**src/rtl/gray_rd_arbiter_if.sv**
```systemverilog
// Bundle of the shared gray-image read port: the memory side plus both requester channels.
// The arbiter takes the master view; the requesters and the memory together take the slave view.
interface gray_rd_arbiter_if #(
   parameter int AW = 14,
   parameter int DW = 8
);
   logic          gray_ready;
   logic          m_gray_req;
   logic [AW-1:0] m_gray_addr;
   logic [DW-1:0] m_gray_data;

   logic          r0_req;
   logic [AW-1:0] r0_addr;
   logic          r0_lock;
   logic          r0_gnt;
   logic          r0_rvalid;
   logic [DW-1:0] r0_rdata;

   logic          r1_req;
   logic [AW-1:0] r1_addr;
   logic          r1_lock;
   logic          r1_gnt;
   logic          r1_rvalid;
   logic [DW-1:0] r1_rdata;

   logic          busy;

   modport master (
      input  gray_ready, m_gray_data,
      input  r0_req, r0_addr, r0_lock,
      input  r1_req, r1_addr, r1_lock,
      output m_gray_req, m_gray_addr,
      output r0_gnt, r0_rvalid, r0_rdata,
      output r1_gnt, r1_rvalid, r1_rdata,
      output busy
   );

   modport slave (
      output gray_ready, m_gray_data,
      output r0_req, r0_addr, r0_lock,
      output r1_req, r1_addr, r1_lock,
      input  m_gray_req, m_gray_addr,
      input  r0_gnt, r0_rvalid, r0_rdata,
      input  r1_gnt, r1_rvalid, r1_rdata,
      input  busy
   );
endinterface

```
**src/rtl/gray_rd_arbiter.sv**
```systemverilog
// Two-requester round-robin arbiter for the gray-image read port, with burst lock and a
// tag pipeline that steers each returned pixel back to the requester that issued it.
module gray_rd_arbiter #(
   parameter int AW        = 14,
   parameter int DW        = 8,
   parameter int RD_LAT    = 1,
   parameter int MAX_BURST = 9
) (
   input  logic                clk,
   input  logic                reset,
   gray_rd_arbiter_if.master   bus
);
   localparam int CW = $clog2(MAX_BURST + 1);

   typedef enum logic [1:0] {
      OWN_NONE = 2'd0,
      OWN_R0   = 2'd1,
      OWN_R1   = 2'd2
   } own_state_t;

   own_state_t    state, state_next;
   logic          rr, rr_next;
   logic [CW-1:0] burst_cnt, cnt_next;
   logic [RD_LAT:0] tag_vld, tag_id;
   logic          m_req_q;
   logic [AW-1:0] m_addr_q;

   logic [1:0]    req, lock;
   logic          owner_vld, owner_id, owner_act, force_off;
   logic          gnt_vld, gnt_id;
   logic [DW-1:0] rdata;

   assign req       = {bus.r1_req, bus.r0_req};
   assign lock      = {bus.r1_lock, bus.r0_lock};
   assign owner_vld = (state != OWN_NONE);
   assign owner_id  = (state == OWN_R1);
   assign owner_act = owner_vld && req[owner_id];
   assign force_off = owner_act && (burst_cnt == CW'(MAX_BURST)) && req[~owner_id];

   // Grant selection and ownership/round-robin bookkeeping; all state holds while memory stalls.
   always_comb begin
      gnt_vld    = 1'b0;
      gnt_id     = 1'b0;
      state_next = state;
      rr_next    = rr;
      cnt_next   = burst_cnt;
      if (bus.gray_ready && reset) begin
         if (owner_act && !force_off) begin
            gnt_vld = 1'b1;
            gnt_id  = owner_id;
         end else if (force_off) begin
            gnt_vld = 1'b1;
            gnt_id  = ~owner_id;
         end else if (req[rr]) begin
            gnt_vld = 1'b1;
            gnt_id  = rr;
         end else if (req[~rr]) begin
            gnt_vld = 1'b1;
            gnt_id  = ~rr;
         end

         if (gnt_vld) begin
            if (lock[gnt_id]) begin
               state_next = gnt_id ? OWN_R1 : OWN_R0;
               if (owner_vld && (owner_id == gnt_id))
                  cnt_next = (burst_cnt == CW'(MAX_BURST)) ? burst_cnt : burst_cnt + CW'(1);
               else
                  cnt_next = CW'(1);
               if (force_off)
                  rr_next = owner_id;
            end else begin
               state_next = OWN_NONE;
               cnt_next   = '0;
               rr_next    = ~gnt_id;
            end
         end else if (owner_vld && !req[owner_id]) begin
            state_next = OWN_NONE;
            cnt_next   = '0;
            rr_next    = ~owner_id;
         end
      end
   end

   // Arbitration state, the registered memory request and the {valid,id} return tags.
   always_ff @(posedge clk) begin
      if (!reset) begin
         state     <= OWN_NONE;
         rr        <= 1'b0;
         burst_cnt <= '0;
         m_req_q   <= 1'b0;
         m_addr_q  <= '0;
         tag_vld   <= '0;
         tag_id    <= '0;
      end else begin
         state     <= state_next;
         rr        <= rr_next;
         burst_cnt <= cnt_next;
         m_req_q   <= gnt_vld;
         if (gnt_vld)
            m_addr_q <= gnt_id ? bus.r1_addr : bus.r0_addr;
         tag_vld   <= {tag_vld[RD_LAT-1:0], gnt_vld};
         tag_id    <= {tag_id[RD_LAT-1:0], gnt_id};
      end
   end

   assign rdata           = bus.m_gray_data;
   assign bus.m_gray_req  = m_req_q;
   assign bus.m_gray_addr = m_addr_q;
   assign bus.r0_gnt      = gnt_vld && !gnt_id;
   assign bus.r1_gnt      = gnt_vld && gnt_id;
   assign bus.r0_rvalid   = reset && tag_vld[RD_LAT] && !tag_id[RD_LAT];
   assign bus.r1_rvalid   = reset && tag_vld[RD_LAT] && tag_id[RD_LAT];
   assign bus.r0_rdata    = rdata;
   assign bus.r1_rdata    = rdata;
   assign bus.busy        = (|tag_vld) || gnt_vld;
endmodule
```
**src/flat_wrapper.sv**
```systemverilog
// flat-port wrapper written by rule: the top's interface ports become plain ports
module gray_rd_arbiter_flat 
#(
   parameter int AW        = 14,
   parameter int DW        = 8,
   parameter int RD_LAT    = 1,
   parameter int MAX_BURST = 9
)
  (clk, reset, bus_gray_ready, bus_m_gray_data, bus_r0_req, bus_r0_addr, bus_r0_lock, bus_r1_req, bus_r1_addr, bus_r1_lock, bus_m_gray_req, bus_m_gray_addr, bus_r0_gnt, bus_r0_rvalid, bus_r0_rdata, bus_r1_gnt, bus_r1_rvalid, bus_r1_rdata, bus_busy);
  gray_rd_arbiter_if #(.AW(AW), .DW(DW)) bus_i ();
  input  logic clk;
  input  logic reset;
  input wire logic [$bits(bus_i.gray_ready)-1:0] bus_gray_ready;
  input wire logic [$bits(bus_i.m_gray_data)-1:0] bus_m_gray_data;
  input wire logic [$bits(bus_i.r0_req)-1:0] bus_r0_req;
  input wire logic [$bits(bus_i.r0_addr)-1:0] bus_r0_addr;
  input wire logic [$bits(bus_i.r0_lock)-1:0] bus_r0_lock;
  input wire logic [$bits(bus_i.r1_req)-1:0] bus_r1_req;
  input wire logic [$bits(bus_i.r1_addr)-1:0] bus_r1_addr;
  input wire logic [$bits(bus_i.r1_lock)-1:0] bus_r1_lock;
  output wire logic [$bits(bus_i.m_gray_req)-1:0] bus_m_gray_req;
  output wire logic [$bits(bus_i.m_gray_addr)-1:0] bus_m_gray_addr;
  output wire logic [$bits(bus_i.r0_gnt)-1:0] bus_r0_gnt;
  output wire logic [$bits(bus_i.r0_rvalid)-1:0] bus_r0_rvalid;
  output wire logic [$bits(bus_i.r0_rdata)-1:0] bus_r0_rdata;
  output wire logic [$bits(bus_i.r1_gnt)-1:0] bus_r1_gnt;
  output wire logic [$bits(bus_i.r1_rvalid)-1:0] bus_r1_rvalid;
  output wire logic [$bits(bus_i.r1_rdata)-1:0] bus_r1_rdata;
  output wire logic [$bits(bus_i.busy)-1:0] bus_busy;
  assign bus_i.gray_ready = bus_gray_ready;
  assign bus_i.m_gray_data = bus_m_gray_data;
  assign bus_i.r0_req = bus_r0_req;
  assign bus_i.r0_addr = bus_r0_addr;
  assign bus_i.r0_lock = bus_r0_lock;
  assign bus_i.r1_req = bus_r1_req;
  assign bus_i.r1_addr = bus_r1_addr;
  assign bus_i.r1_lock = bus_r1_lock;
  assign bus_m_gray_req = bus_i.m_gray_req;
  assign bus_m_gray_addr = bus_i.m_gray_addr;
  assign bus_r0_gnt = bus_i.r0_gnt;
  assign bus_r0_rvalid = bus_i.r0_rvalid;
  assign bus_r0_rdata = bus_i.r0_rdata;
  assign bus_r1_gnt = bus_i.r1_gnt;
  assign bus_r1_rvalid = bus_i.r1_rvalid;
  assign bus_r1_rdata = bus_i.r1_rdata;
  assign bus_busy = bus_i.busy;
  gray_rd_arbiter #(.AW(AW), .DW(DW), .RD_LAT(RD_LAT), .MAX_BURST(MAX_BURST)) u_core (.clk(clk), .reset(reset), .bus(bus_i));
endmodule
```
**config.mk**
```make
export PLATFORM = sky130hd
export DESIGN_NAME = gray_rd_arbiter_flat
export DESIGN_NICKNAME = d
export VERILOG_FILES = /design/src/rtl/gray_rd_arbiter_if.sv /design/src/rtl/gray_rd_arbiter.sv /design/src/flat_wrapper.sv
export SDC_FILE = /design/constraint.sdc
export NUM_CORES = 1
export LEC_CHECK = 0
export CAP_MARGIN = 20
export CORE_MARGIN = 3
export CORE_UTILIZATION = 34
export DETAILED_ROUTE_END_ITERATION = 8
export HOLD_SLACK_MARGIN = 0.02
export PLACE_DENSITY_LB_ADDON = 0.3
export SYNTH_ARGS = -nofsm -noshare
export SYNTH_HDL_FRONTEND = slang
export SYNTH_SLANG_ARGS = --single-unit
```
**constraint.sdc**
```tcl
create_clock -name clk -period 2.35 [get_ports clk]
set_clock_uncertainty 0.1 [all_clocks]
set_input_delay 0.5875 -clock clk [delete_from_list [all_inputs] [get_ports clk]]
set_output_delay 0.5875 -clock clk [all_outputs]
set_load 0.02 [all_outputs]
```
==> Yosys cells after proc, flatten, opt, wreduce, memory -nomap -nowiden <==
Cells that the tools add are included.
{ "word_totals": {"regBits": 26, "inputBits": 43, "word_cells": 80} }
{ "classes": {"addsub": 1, "order_cmp": 5, "n_eq_ne": 5, "n_mux": 36, "n_bitwise": 3, "n_reduce_logical": 23} }
{ "ops": {"columns": ["cell", "n"], "rows": [
  ["$mux 1", 26],
  ["$mux 4", 5],
  ["$mux 14", 1],
  ["$logic_and 1x1->1", 12],
  ["$lt 1x2->1 const B", 5],
  ["$mux 2", 4],
  ["$reduce_and 3->1", 2],
  ["$add 4x1->4 const B", 1],
  ["$eq 4x4->1 const B", 1],
  ["$logic_not 1->1", 4],
  ["$ne 4x4->1 const B", 1],
  ["$reduce_bool 2->1", 2],
  ["$ne 3x2->1 const B", 1],
  ["$not 1->1", 3],
  ["$eq 2x2->1 const B", 1],
  ["$reduce_and 2->1", 1],
  ["$reduce_or 2->1", 1],
  ["$eq 1x1->1", 1],
  ["$logic_or 1x1->1", 1]
]} }

==> Longest topological paths before layout <==
{ "depth": {"word_depth": 15, "mapped_depth": 10} }

==> Worst setup path after synthesis <==
No wires, ideal clock.
{ "synth_path": {"path_kind": "in2out", "start": "input port bus_r1_req", "end": "output port bus_busy", "t_arrival_ns": 1.743, "t_required_ns": 1.662, "path_slack_ns": -0.080, "stages": 4, "cell_sequence": "o211ai_1 buf_2 inv_1 or3_1"} }
{ "synth_via": {"elab_chain_len": 11} }
{ "synth_rtl": {"columns": ["element", "line", "source"], "rows": [
  ["from (decl)", "flat_wrapper.sv:18", "input wire logic [$bits(bus_i.r1_req)-1:0] bus_r1_req;"],
  ["$mux 1 (implied by the code) (2 in series)", "gray_rd_arbiter.sv:37", "assign owner_act = owner_vld && req[owner_id];"],
  ["$logic_and 1x1->1", "gray_rd_arbiter.sv:37", null],
  ["$logic_and 1x1->1 (2 in series)", "gray_rd_arbiter.sv:38", "assign force_off = owner_act && (burst_cnt == CW'(MAX_BURST)) && req[~owner_id];"],
  ["$logic_not 1->1", "gray_rd_arbiter.sv:48", "if (owner_act && !force_off) begin"],
  ["$logic_and 1x1->1", "gray_rd_arbiter.sv:48", null],
  ["$mux 1 (*)", "gray_rd_arbiter.sv:48", null],
  ["$mux 1 (*) (2 in series)", "gray_rd_arbiter.sv:47", "if (bus.gray_ready && reset) begin"],
  ["$logic_or 1x1->1 (*)", "gray_rd_arbiter.sv:115", "assign bus.busy = (|tag_vld) || gnt_vld;"],
  ["to (decl)", "flat_wrapper.sv:29", "output wire logic [$bits(bus_i.busy)-1:0] bus_busy;"]
]} }
Mark *: on every way between the ends. The rest lies on a longest branch, timed or not. The select of a mux whose other input is x is not followed.

==> Final worst setup path <==
{ "layout_path": {"start": "register u_core.burst_cnt[1]", "end": "output port bus_r1_gnt"} }
{ "layout_via": {"elab_chain_len": 9} }
{ "layout_rtl": {"columns": ["element", "line", "source"], "rows": [
  ["from (decl)", "gray_rd_arbiter.sv:23", "logic [CW-1:0] burst_cnt, cnt_next;"],
  ["from (signal assigned)", "gray_rd_arbiter.sv:97", "burst_cnt <= cnt_next;"],
  ["$eq 4x4->1 (*)", "gray_rd_arbiter.sv:38", null],
  ["$logic_and 1x1->1 (*) (2 in series)", "gray_rd_arbiter.sv:38", null],
  ["$logic_not 1->1", "gray_rd_arbiter.sv:48", null],
  ["$logic_and 1x1->1", "gray_rd_arbiter.sv:48", null],
  ["$mux 1", "gray_rd_arbiter.sv:48", null],
  ["$mux 1 (2 in series)", "gray_rd_arbiter.sv:47", null],
  ["$logic_and 1x1->1 (*)", "gray_rd_arbiter.sv:110", "assign bus.r1_gnt = gnt_vld && gnt_id;"],
  ["to (decl)", "flat_wrapper.sv:26", "output wire logic [$bits(bus_i.r1_gnt)-1:0] bus_r1_gnt;"]
]} }
Marks and branches as above.

==> reports/metrics.sh <==
H-TREE-DEPTH=1
ANTENNA_VIOLATING_NETS_POST_ROUTE=0
CORE_REGION_AREA_MM2=0.00374
ENDPOINT_KIND='primary output'
GP_ROUTABILITY_CONGESTION=0.811
POSTSYNTHNETCOUNT=194
NUMBER_OF_VIAS_IN_THE_ROUTED_LAYOUT=1335
FINAL_CRITICAL_PATH_SETUP_SLACK_NS=-0.0906
NETLIST_INSTANCES=149
POST_SYNTH_FA_HA_MAJ_AREA_FRACTION_PCT=1.87
LAYOUT.CELLS.MOST_COMMON_LIST='clkdlybuf4s50_1 (45), buf_4 (24), dfxtp_1 (24)'
PERIOD_UTILISATION_LAYOUT_PCT=104
GRT_PASS1_WL_MM=5.52
GLOBALROUTETOTALUTIL_PCT=15.8
POST_SYNTH_INSTANCE_AREA_MM2=0.00134
DIE_Y_UM=68.8
CLOCK_SINK_COUNT=25
YS_TOP_CELLS_BY_AREA='dfxtp_1 (37%), a222oi_1 (10%), buf_4 (9.0%), nor2b_1 (7.5%), nand2_1 (3.6%)'
CELLLEAKAGEPOWER_nW=0.774
SYNTH_CELL_TYPE_COUNT=36
SYNTH.AREA.MUX_SHARE_PCT=0
DRT_ITER0_MARKERS=106
PIN_COUNT=79
INITIAL_CORE_UTIL_PCT=35.8
CP_DATA_REQUIRED_TIME_NS=1.66
LARGEST_NET_DEGREE_AT_THE_START_OF_GLOBAL_ROUTING=16
MAX_CAP_VIOL_COUNT=0
WIRE_PER_INST_UM=14.8
NFILLCELLS=379
FP-ROW-COUNT=22
SYNTH.LARGEST_AREA_CELL='dfxtp_1'
TIMING.SETUP.TNS_NS=-0.150
SYNTH_REGISTER_BITS=25
TIGHTESTPINTRANSITION_NS=0.387
FAILED_CHECKS='setup timing'
HOLD_VIOLATIONS=0
GRT-OVFL-TOTAL=0
RSZ0062_AT_GRT='true'
RUN_STATUS='complete, but fails checks'
CTS_BUFFERS=3
CRITICAL_PATH.STARTPOINT_TYPE='flop'
FINALMAXSLEWVIOLATIONS=0
ACHIEVABLE-FREQUENCY_GHz=0.410
FIRST_GLOBAL_VIAS=1302
POSTPLACECELLAREA_MM2=0.00192
DP.FINAL_HPWL_MM=2.90
CTS-ROOT-TO-SINK-BUFFERS=2
DRC=0
SYNTH-SEQ-AREA-SHARE_PCT=37.3
POST_SYNTH_XOR_XNOR_AREA_PCT=0
DIE_WIDTH_UM=68.8
SYNTH_TOP_FAMILY_BY_AREA='simple AND/OR/NAND/NOR gates'
IR_DROP_V=0.000271
SYNTHTOLAYOUTAREAGROWTH_PCT=49.1
SLEW-LIMIT-HEADROOM_PCT=74.2
FIN_NETS=253
LAYOUT_COMMONEST_CELL='clkdlybuf4s50_1'
POST-PLACE-CELLS=248
VIAS_PER_CELL=5.24
TOTALPOWERFINAL_mW=0.940
WORST_HOLD_PATH_TYPE='flop to flop'
PORT-BUFFER-COUNT=54
CP_MAX_FO=3
DESIGN_AREA_MM2=0.00200
SYNTH-WARNING-COUNT=0
DESIGN.DIE.AREA_MM2=0.00473
CLOCKROOTBUFFER='clkbuf_8'
FINALWORSTPATHREQUIREDPERIOD_NS=2.44
DRT-PASS1-ITER-COUNT=4
TRITONCTS='done'
GRT_ANTENNA_BEFORE_REPAIR=0
FINAL_CELL_COUNT_NO_FILL=255
SYNTHESIS.AREA_PER_INSTANCE_UM2=9.00
AGGREGATE_ROUTED_WIRE_LENGTH_MM=3.77
SYNTH_COMPOUND_GATE_AREA_SHARE_PCT=21.9
NUM_ANTENNA_CELLS=0
FINALSETUPVIOLCOUNT=2
DP_SLACK_NS=-0.594
POWER_DENSITY_mW_PER_MM2=470
CLK_TRANSITION_REPORTED_PATHS_NS=0.09
SYNTH-SIMPLE-AREA-SHARE_PCT=24.4
WORST-ENDPOINT-ARRIVAL_NS=1.75
WORST_SKEW_PAIR.LATE_LATENCY_NS=0.27
LAYOUT-DRIVE-GT1-SHARE_PCT=19.3
SETUP.WORST_PATH.CLASS='flop to primary output'
SYNTH_TOP_AREA_SHARE_PCT=37.3
## where the power goes
part / internal [mW] / switching (mW) / total [mW]
clock network: 0.120 / 0.140 / 0.260
registers: 0.441 / 0.0102 / 0.452
logic: 0.132 / 0.0954 / 0.228
total: 0.694 / 0.246 / 0.940
## critical path, stage by stage, from the launching register on
cell and delay, ns:
dfxtp_2 0.34, inv_2 0.04, ha_4 0.15, and4b_1 0.19, o311ai_2 0.25, and2_4 0.20
and3_4 0.19, buf_6 0.11
## through the flow
| step | util (%) | hold slack (ns) |
|---|---|---|
| global route | 53.4 | 0.380 |
| floorplan | - | 0.312 |
| CTS | 53.3 | 0.351 |
| detailed placement | 51.3 | 0.330 |
| global placement | 51.3 | 0.334 |
| finish | 53.4 | 0.347 |
## flip-flops by register name (all words and copies together) (netlist names)
register / cells
u_core.rr: 1
u_core.burst_cnt: 4
u_core.tag_vld: 2
u_core.tag_id: 2
u_core.bus.m_gray_addr: 14
u_core.state: 2
## logic make-up (layout without fill, tap and decap cells)
group,Yosys count,in the layout
adders and majority gates,2,2
buffers and inverters,27,85
AOI/OAI and AO/OA,36,36
DFF,25,25
and+or+nand+nor,59,59
## metal layers
| layer | vias up | GRT usage [%] | wire length [um] | share of wire, % |
|---|---|---|---|---|
| met5 | - | 0 | 0 | 0 |
| met4 | 0 | 6.57 | 60 | 1.6 |
| met3 | 5 | 4.21 | 337 | 8.9 |
| met2 | 53 | 31.6 | 1930 | 51 |
| met1 | 628 | 14.7 | 1440 | 38 |
| li1 | 649 | - | - | - |
## cells in the mapped netlist
cell type	n
a21boi_2	1
dfxtp_1	25
nor2b_1	16
nand3b_1	1
buf_6	2
buf_12	1
nor3_1	3
a32o_1	1
nor2_1	7
o21ai_0	5
nand2b_1	1
or3_1	1
nor4b_1	1
nand4b_1	1
nand3_1	6
and3_1	3
nor2_4	1
a21o_1	1
a2111o_1	1
a21oi_1	6
buf_2	1
a31oi_1	2
inv_1	4
nand2_1	13
and4b_1	1
a222oi_1	14
and3b_1	1
ha_1	2
buf_4	16
o31ai_1	1
and2_4	1
a21boi_0	2
and2_1	2
clkbuf_1	3
o311ai_2	1
o211ai_1	1
## area by class of cell
type	instances	area [um^2]	share of cell area, %
clock buffer	3	41.3	2.07
clock inverter	1	7.51	0.375
sequential	25	502	25.1
timing repair buffer	77	704	35.2
inverter	4	15.0	0.751
multi-input combinational	97	669	33.5
tap	48	60.1	3.00
## repair_timing
action	in CTS	in global routing
hold buffers	0	0
pin swaps	5	1
setup endpoints to repair	5	3
setup buffers	2	1
gates resized for setup	28	3
## final timing paths
kind / from / endpoint / slack (ns) / depth (start not counted)
setup / recovery: u_core.burst_cnt[1]$_SDFFE_PN0P_ / bus_r1_gnt / -0.09 / 7
hold / removal: u_core.tag_id[0]$_SDFF_PN0_ / u_core.tag_id[1]$_SDFF_PN0_ / 0.35 / 1
setup reg to reg: u_core.burst_cnt[1]$_SDFFE_PN0P_ / u_core.bus.m_gray_addr[6]$_SDFFE_PN0P_ / 0.17 / 10
hold reg to reg: u_core.tag_id[0]$_SDFF_PN0_ / u_core.tag_id[1]$_SDFF_PN0_ / 0.35 / 1
Power figures use the tool's default switching activity.
